## src/rtl/pc_fetch_controller_if.sv

```systemverilog
// pc_fetch_controller_if
//   Groups every non-clock signal of the fetch controller.
//   Controller-facing view: modport master. Environment view (pc_register,
//   instruction memory, hazard/branch/exception logic): modport slave.
//
//   Handshake: imem_req is held high while the controller waits for an
//   instruction at imem_addr. The memory answers by raising imem_ready in
//   the cycle the instruction is returned. The transfer completes in any
//   cycle where imem_req and imem_ready are both high. imem_addr stays
//   stable until that cycle.
//
//   Signals
//     pc_current    pc_register.pc_out
//     pc_address    next PC, to pc_register.pc_address
//     pc_enable     load strobe, to pc_register.enable
//     imem_req      fetch request
//     imem_addr     fetch address (always pc_current)
//     imem_ready    memory returns the instruction this cycle
//     fetch_valid   returned instruction is valid (not squashed)
//     stall         decode cannot accept a new instruction
//     branch_taken  branch redirect pulse, target in branch_target
//     jump          jump redirect pulse, target in jump_target
//     exception     exception pulse
//     epc           PC captured at the last exception
//     dbg_state     current FSM state encoding (debug/observability)
interface pc_fetch_controller_if;
    logic [31:0] pc_current;
    logic [31:0] pc_address;
    logic        pc_enable;
    logic        imem_req;
    logic [31:0] imem_addr;
    logic        imem_ready;
    logic        fetch_valid;
    logic        stall;
    logic        branch_taken;
    logic [31:0] branch_target;
    logic        jump;
    logic [31:0] jump_target;
    logic        exception;
    logic [31:0] epc;
    logic [1:0]  dbg_state;

    modport master (
        input  pc_current,
        output pc_address,
        output pc_enable,
        output imem_req,
        output imem_addr,
        input  imem_ready,
        output fetch_valid,
        input  stall,
        input  branch_taken,
        input  branch_target,
        input  jump,
        input  jump_target,
        input  exception,
        output epc,
        output dbg_state
    );

    modport slave (
        output pc_current,
        input  pc_address,
        input  pc_enable,
        input  imem_req,
        input  imem_addr,
        output imem_ready,
        input  fetch_valid,
        output stall,
        output branch_taken,
        output branch_target,
        output jump,
        output jump_target,
        output exception,
        input  epc,
        input  dbg_state
    );
endinterface

```

## src/rtl/pc_fetch_controller.sv

```systemverilog
// pc_fetch_controller
//   Sequences the external pc_register for the MIPS fetch stage: loads the
//   reset vector, issues instruction-memory requests at the current PC,
//   applies decode stalls and selects the next PC from exception, jump,
//   branch, a pending (deferred) redirect or sequential PC+4.
//
//   Ports
//     clock  system clock, rising edge
//     reset  synchronous, active-high
//     bus    pc_fetch_controller_if.master (see interface header)
//
//   FSM: BOOT -> REQ <-> HOLD. BOOT loads RESET_VECTOR (pc_register's own
//   reset value is never relied on). REQ waits for imem_ready and advances
//   the PC once per returned instruction unless decode stalls. HOLD parks
//   with no request until the stall clears or a redirect arrives.
module pc_fetch_controller #(
    parameter logic [31:0] RESET_VECTOR = 32'h0040_0000,
    parameter logic [31:0] EXC_VECTOR   = 32'h8000_0180
) (
    input  logic                     clock,
    input  logic                     reset,
    pc_fetch_controller_if.master    bus
);

    typedef enum logic [1:0] {
        BOOT = 2'd0,
        REQ  = 2'd1,
        HOLD = 2'd2
    } state_t;

    state_t      state;
    state_t      state_next;

    // Redirect remembered across cycles in which the PC could not move.
    logic        pend_valid;
    logic [31:0] pend_target;
    logic        pend_is_exc;

    logic        redirect_now;
    logic [31:0] redirect_target;
    logic [31:0] next_pc;
    logic        use_next_pc;   // this cycle loads next_pc into pc_register
    logic        pc_enable_c;
    logic [31:0] pc_address_c;
    logic        imem_req_c;

    // ------------------------------------------------------------------
    // Next-PC selection. Targets are word-aligned by clearing bits [1:0];
    // the sequential increment wraps naturally at 2^32.
    // ------------------------------------------------------------------
    always_comb begin
        redirect_now    = bus.exception | bus.jump | bus.branch_taken;
        redirect_target = {bus.branch_target[31:2], 2'b00};
        if (bus.exception) begin
            redirect_target = {EXC_VECTOR[31:2], 2'b00};
        end else if (bus.jump) begin
            redirect_target = {bus.jump_target[31:2], 2'b00};
        end

        if (redirect_now) begin
            next_pc = redirect_target;
        end else if (pend_valid) begin
            next_pc = pend_target;
        end else begin
            next_pc = bus.pc_current + 32'd4;
        end
    end

    // ------------------------------------------------------------------
    // FSM next state and outputs.
    // ------------------------------------------------------------------
    always_comb begin
        state_next   = state;
        use_next_pc  = 1'b0;
        pc_enable_c  = 1'b0;
        pc_address_c = next_pc;
        imem_req_c   = 1'b0;

        case (state)
            BOOT: begin
                pc_enable_c  = 1'b1;
                pc_address_c = RESET_VECTOR;
                state_next   = REQ;
            end
            REQ: begin
                imem_req_c = 1'b1;
                if (bus.imem_ready) begin
                    if (bus.stall) begin
                        state_next = HOLD;
                    end else begin
                        use_next_pc = 1'b1;
                    end
                end
            end
            HOLD: begin
                // A redirect wins over the stall: the instruction parked in
                // decode is on the wrong path anyway.
                if (!bus.stall || redirect_now) begin
                    use_next_pc = 1'b1;
                    state_next  = REQ;
                end
            end
            default: begin
                state_next = BOOT;
            end
        endcase

        if (use_next_pc) begin
            pc_enable_c = 1'b1;
        end

        if (reset) begin
            state_next   = BOOT;
            use_next_pc  = 1'b0;
            pc_enable_c  = 1'b0;
            pc_address_c = RESET_VECTOR;
            imem_req_c   = 1'b0;
        end
    end

    assign bus.pc_enable  = pc_enable_c;
    assign bus.pc_address = pc_address_c;
    assign bus.imem_req   = imem_req_c;
    assign bus.imem_addr  = bus.pc_current;
    assign bus.dbg_state  = state;

    // An instruction returned while any redirect is live or pending is on
    // the wrong path; it is squashed but the FSM still advances.
    assign bus.fetch_valid = (state == REQ) & bus.imem_ready & ~redirect_now
                           & ~pend_valid & ~reset;

    // ------------------------------------------------------------------
    // State register.
    // ------------------------------------------------------------------
    always_ff @(posedge clock) begin
        if (reset) begin
            state <= BOOT;
        end else begin
            state <= state_next;
        end
    end

    // ------------------------------------------------------------------
    // Pending redirect. Captured when a redirect arrives in a cycle that
    // does not load next_pc (REQ waiting or stalling, or BOOT, which loads
    // the reset vector instead). A pending exception is sticky against
    // later jumps/branches. Consumed by the next next_pc load.
    // ------------------------------------------------------------------
    always_ff @(posedge clock) begin
        if (reset) begin
            pend_valid  <= 1'b0;
            pend_target <= 32'd0;
            pend_is_exc <= 1'b0;
        end else if (use_next_pc) begin
            pend_valid  <= 1'b0;
            pend_is_exc <= 1'b0;
        end else if (redirect_now) begin
            if (!(pend_valid && pend_is_exc && !bus.exception)) begin
                pend_valid  <= 1'b1;
                pend_target <= redirect_target;
                pend_is_exc <= bus.exception;
            end
        end
    end

    // ------------------------------------------------------------------
    // Exception PC capture.
    // ------------------------------------------------------------------
    logic [31:0] epc_q;

    always_ff @(posedge clock) begin
        if (reset) begin
            epc_q <= 32'd0;
        end else if (bus.exception) begin
            epc_q <= bus.pc_current;
        end
    end

    assign bus.epc = epc_q;

endmodule

```

## src/flat_wrapper.sv

```systemverilog
// flat-port wrapper written by rule: the top's interface ports become plain ports
module pc_fetch_controller_flat 
#(
    parameter logic [31:0] RESET_VECTOR = 32'h0040_0000,
    parameter logic [31:0] EXC_VECTOR   = 32'h8000_0180
)
  (clock, reset, bus_pc_current, bus_pc_address, bus_pc_enable, bus_imem_req, bus_imem_addr, bus_imem_ready, bus_fetch_valid, bus_stall, bus_branch_taken, bus_branch_target, bus_jump, bus_jump_target, bus_exception, bus_epc, bus_dbg_state);
  pc_fetch_controller_if bus_i ();
  input  logic clock;
  input  logic reset;
  input wire logic [$bits(bus_i.pc_current)-1:0] bus_pc_current;
  output wire logic [$bits(bus_i.pc_address)-1:0] bus_pc_address;
  output wire logic [$bits(bus_i.pc_enable)-1:0] bus_pc_enable;
  output wire logic [$bits(bus_i.imem_req)-1:0] bus_imem_req;
  output wire logic [$bits(bus_i.imem_addr)-1:0] bus_imem_addr;
  input wire logic [$bits(bus_i.imem_ready)-1:0] bus_imem_ready;
  output wire logic [$bits(bus_i.fetch_valid)-1:0] bus_fetch_valid;
  input wire logic [$bits(bus_i.stall)-1:0] bus_stall;
  input wire logic [$bits(bus_i.branch_taken)-1:0] bus_branch_taken;
  input wire logic [$bits(bus_i.branch_target)-1:0] bus_branch_target;
  input wire logic [$bits(bus_i.jump)-1:0] bus_jump;
  input wire logic [$bits(bus_i.jump_target)-1:0] bus_jump_target;
  input wire logic [$bits(bus_i.exception)-1:0] bus_exception;
  output wire logic [$bits(bus_i.epc)-1:0] bus_epc;
  output wire logic [$bits(bus_i.dbg_state)-1:0] bus_dbg_state;
  assign bus_i.pc_current = bus_pc_current;
  assign bus_pc_address = bus_i.pc_address;
  assign bus_pc_enable = bus_i.pc_enable;
  assign bus_imem_req = bus_i.imem_req;
  assign bus_imem_addr = bus_i.imem_addr;
  assign bus_i.imem_ready = bus_imem_ready;
  assign bus_fetch_valid = bus_i.fetch_valid;
  assign bus_i.stall = bus_stall;
  assign bus_i.branch_taken = bus_branch_taken;
  assign bus_i.branch_target = bus_branch_target;
  assign bus_i.jump = bus_jump;
  assign bus_i.jump_target = bus_jump_target;
  assign bus_i.exception = bus_exception;
  assign bus_epc = bus_i.epc;
  assign bus_dbg_state = bus_i.dbg_state;
  pc_fetch_controller #(.RESET_VECTOR(RESET_VECTOR), .EXC_VECTOR(EXC_VECTOR)) u_core (.clock(clock), .reset(reset), .bus(bus_i));
endmodule
```

## config.mk

```make
export PLATFORM = sky130hd
export DESIGN_NAME = pc_fetch_controller_flat
export DESIGN_NICKNAME = d
export VERILOG_FILES = /design/src/rtl/pc_fetch_controller_if.sv /design/src/rtl/pc_fetch_controller.sv /design/src/flat_wrapper.sv
export SDC_FILE = /design/constraint.sdc
export NUM_CORES = 1
export LEC_CHECK = 0
export ABC_AREA = 0
export CELL_PAD_IN_SITES_DETAIL_PLACEMENT = 1
export CELL_PAD_IN_SITES_GLOBAL_PLACEMENT = 2
export CORE_UTILIZATION = 25
export CTS_BUF_LIST = sky130_fd_sc_hd__clkbuf_4 sky130_fd_sc_hd__clkbuf_8
export DETAILED_ROUTE_END_ITERATION = 10
export PLACE_DENSITY_LB_ADDON = 0.1
export SLEW_MARGIN = 20
export SYNTH_ARGS = -nofsm -noshare
export SYNTH_HDL_FRONTEND = slang
export SYNTH_SLANG_ARGS = --single-unit
```

## constraint.sdc

```tcl
create_clock -name clock -period 5.8 [get_ports clock]
set_clock_uncertainty 0.05 [all_clocks]
set_input_delay 1.45 -clock clock [delete_from_list [all_inputs] [get_ports clock]]
set_output_delay 1.45 -clock clock [all_outputs]
set_load 0.01 [all_outputs]
```

==> key figures <==
CTS
  • TritonCTS buffer count: 9
  • Clk_lat worst skew: 370 ps
  • H-Tree Depth: 3
  • CTS tree: yes
  • Hold_buf cts: 0
  • CTS clk-pin slew, worst paths: 80 ps
  • Clock tree buffer depth: 2
  • Post-CTS Setup Repair Bufs: 0
  • Clk sinks: 66
  • Root Driver: clkbuf_8
  • Cts repair resizes: 0

Route
  • Initial DRC count: 214
  • WL final: 17.3 mm
  • Vias: 4619
  • Final ANT Viol Nets: 0
  • DRC: 0
  • Pre-Repair DR Iteration Count: 4
  • Number of vias per cell: 4.81
  • WL/cell: 18.0 um

Setup path
  • Setup CP Type: in2out
  • WP data arrival: 4090 ps
  • Crit path capture type: output port
  • Crit path max fanout: 7
  • Worst EP required: 4300 ps
  • Setup crit start kind: primary input

Timing
  • Fin. Hold Viols: 0
  • Worst hold slack: 417 ps
  • Final slew viol count: 0
  • Fmax: 179 MHz
  • Worst Tran Pin Value: 1020 ps
  • Tmin final: 5590 ps
  • Final period util: 96.3%
  • Sum of negative setup slack: 0 ps
  • Relative slew slack: 31.6%
  • Final setup violation count: 0
  • RSZ-0062 raised after global routing: false

Synth
  • Netlist cell types: 47
  • Sequential fraction of the synthesis area: 29.8%
  • Yosys top cell by area: dfxtp_1
  • Top cell type's share of synthesized area: 29.8%
  • Top-count cell post-synth: nor2_1
  • EDFF count, synth: 0
  • Avg Cell Area, Syn: 7.93 um2
  • Synth Cell Area: 0.00443 mm2
  • Asr flop ratio synth: 0%
  • Flops & latches, synth: 66
  • Synthesis Warnings: 0
  • Top post-synthesis cells by area: dfxtp_1 30%, mux2i_1 19%, nor2_1 7.9%, buf_4 5.6%, xnor2_1 3.2%
  • Post-synth top cells: 93 x nor2_1, 86 x mux2i_1, 66 x dfxtp_1
  • Mapped Cells: 559
  • Syn Nets: 666
  • Top FF cell, synth: dfxtp_1

Global route
  • Initial antenna violation count: 0
  • Congestion Overflow GR: 0
  • GRT busiest layer: met2
  • GRT Total Usage: 19.5%
  • Global routing usage on met1: 25.4%
  • Grt met3 use: 4.45%
  • M2 GR Usage: 31.8%
  • Largest net degree at the start of global routing: 67
  • First-pass GRT wire length: 27.1 mm
  • Vias in the first global route: 4879

Die
  • Die area: 0.0183 mm2
  • Rows: 48
  • Die X: 135 um
  • Initial Util: 25.6%
  • Core box area: 0.0173 mm2
  • Die height: 135 um
  • IO Pins: 204

Pwr
  • Pwr dens: 202 mW/mm2
  • Worst vdd ir: 0.113 mV
  • Clk pwr share: 27.3%
  • Switching share of power: 33.2%
  • Sequential power share: 37.0%
  • P_sw: 0.000452 W
  • Gate power share: 35.7%
  • Pint: 0.000910 W
  • Lkg Pwr: 2.63 nW

Run status
  • Status: complete, no violations

Layout
  • Share of post-route cells with drive strength above 1: 8.42%
  • # nets final: 839
  • Area grow syn2layout: 51.9%
  • ANT cells: 0

Run
  • Max_cap viols: 0

Place
  • Placer Congestion: 0.763
  • Post-DP HPWL: 12.6 mm
  • Number of port buffers: 199

Min path
  • Hold Crit Class: reg2reg
[per-layer routing]
layer  share of wire [%]  wire (um)
met1                  48       8260
met2                  45       7790
met3                 6.3       1090
met4                 1.2        201
met5                   0          0
[layout make-up]
cell class	instances	area, um2
clock buffer	12	159
clock inverter	3	15.0
fill	2050	10600
inverter	17	63.8
multi-input combinational	405	2660
sequential	66	1320
tap	225	282
timing repair buffer	233	2230
[layout by cell type, fill, tap and decap left out, drive strengths merged, types with 3 or more instances in the layout]
cell type      Yosys  routed
clkinv             0       3
nor3              18      18
buf               45      37
mux2i             86      86
or3                8       8
and3               7       7
nor2              94      94
o21a               3       3
and4               3       3
xnor2             16      16
a211oi             4       4
a21oi             26      26
nor4               4       4
clkdlybuf4s50      0     196
a31oi             14      14
nand3b             6       6
dfxtp             66      66
o211ai             5       5
ha                 4       4
nor2b              4       4
nand3             18      18
nand2             30      30
clkbuf            26      12
nand4              4       4
o31a               3       3
nand2b             5       5
inv               17      17
xor2               5       5
o21ai             22      22
a2111oi            3       3
[path summary, 6_finish.rpt]
path	from	to	slack, ps	cells past startpoint
worst max-delay path	bus_pc_current[12]	bus_pc_address[21]	210	8
worst min-delay path	u_core.pend_target[6]$_SDFFE_PP0P_	u_core.pend_target[6]$_SDFFE_PP0P_	420	2
worst max register to register	u_core.bus.dbg_state[1]$_SDFFE_PP0P_	u_core.pend_target[31]$_SDFFE_PP0P_	3200	7
worst min register to register	u_core.pend_target[6]$_SDFFE_PP0P_	u_core.pend_target[6]$_SDFFE_PP0P_	420	2
[stage by stage]
step | setup WS (ps) | cells | util (%) | instance area [um2] | power (W)
floorplan | 1400 | 559 | - | 4430 | 0.000753
global placement | 191 | 946 | 37.9 | 6560 | 0.000993
detailed placement | 183 | 946 | 37.9 | 6560 | 0.00101
CTS | 178 | 961 | 38.9 | 6730 | 0.00139
global route | 10.9 | 961 | 38.9 | 6730 | 0.00144
finish | 214 | 961 | 38.9 | 6730 | 0.00136
[kinds of logic after synthesis]
family | count (synthesis) | share of synthesized area, %
AOI/OAI and AO/OA | 89 | 12.3
xor gates and xnor gates | 21 | 4.15
adders and majority gates | 4 | 1.13
buffers and inverters | 88 | 10.4
DFF | 66 | 29.8
muxes | 86 | 19.4
and+or+nand+nor | 205 | 22.7
[sequential cells by signal, summed over array words and instances (netlist names)]
| signal | flops |
|---|---|
| u_core.bus.epc | 32 |
| u_core.pend_target | 30 |
| u_core.bus.dbg_state | 2 |
| u_core.pend_is_exc | 1 |
| u_core.pend_valid | 1 |
[worst max-delay path, stage by stage]
cell and delay (ps):
clkdlybuf4s50_1 560, nand4_1 180, or3_1 500, buf_4 220
nor4_1 150, o21ai_0 200, a31oi_1 240, clkdlybuf4s50_1 580
[power groups by stage]
stage | clock [W] | sequential [W] | combinational [W]
CTS | 0.000391 | 0.000504 | 0.000494
global route | 0.000404 | 0.000508 | 0.000531
global placement | 0 | 0.000512 | 0.000482
floorplan | 0 | 0.000519 | 0.000234
detailed placement | 0 | 0.000514 | 0.000492
finish | 0.000372 | 0.000504 | 0.000487
Power figures use the tool's default switching activity.
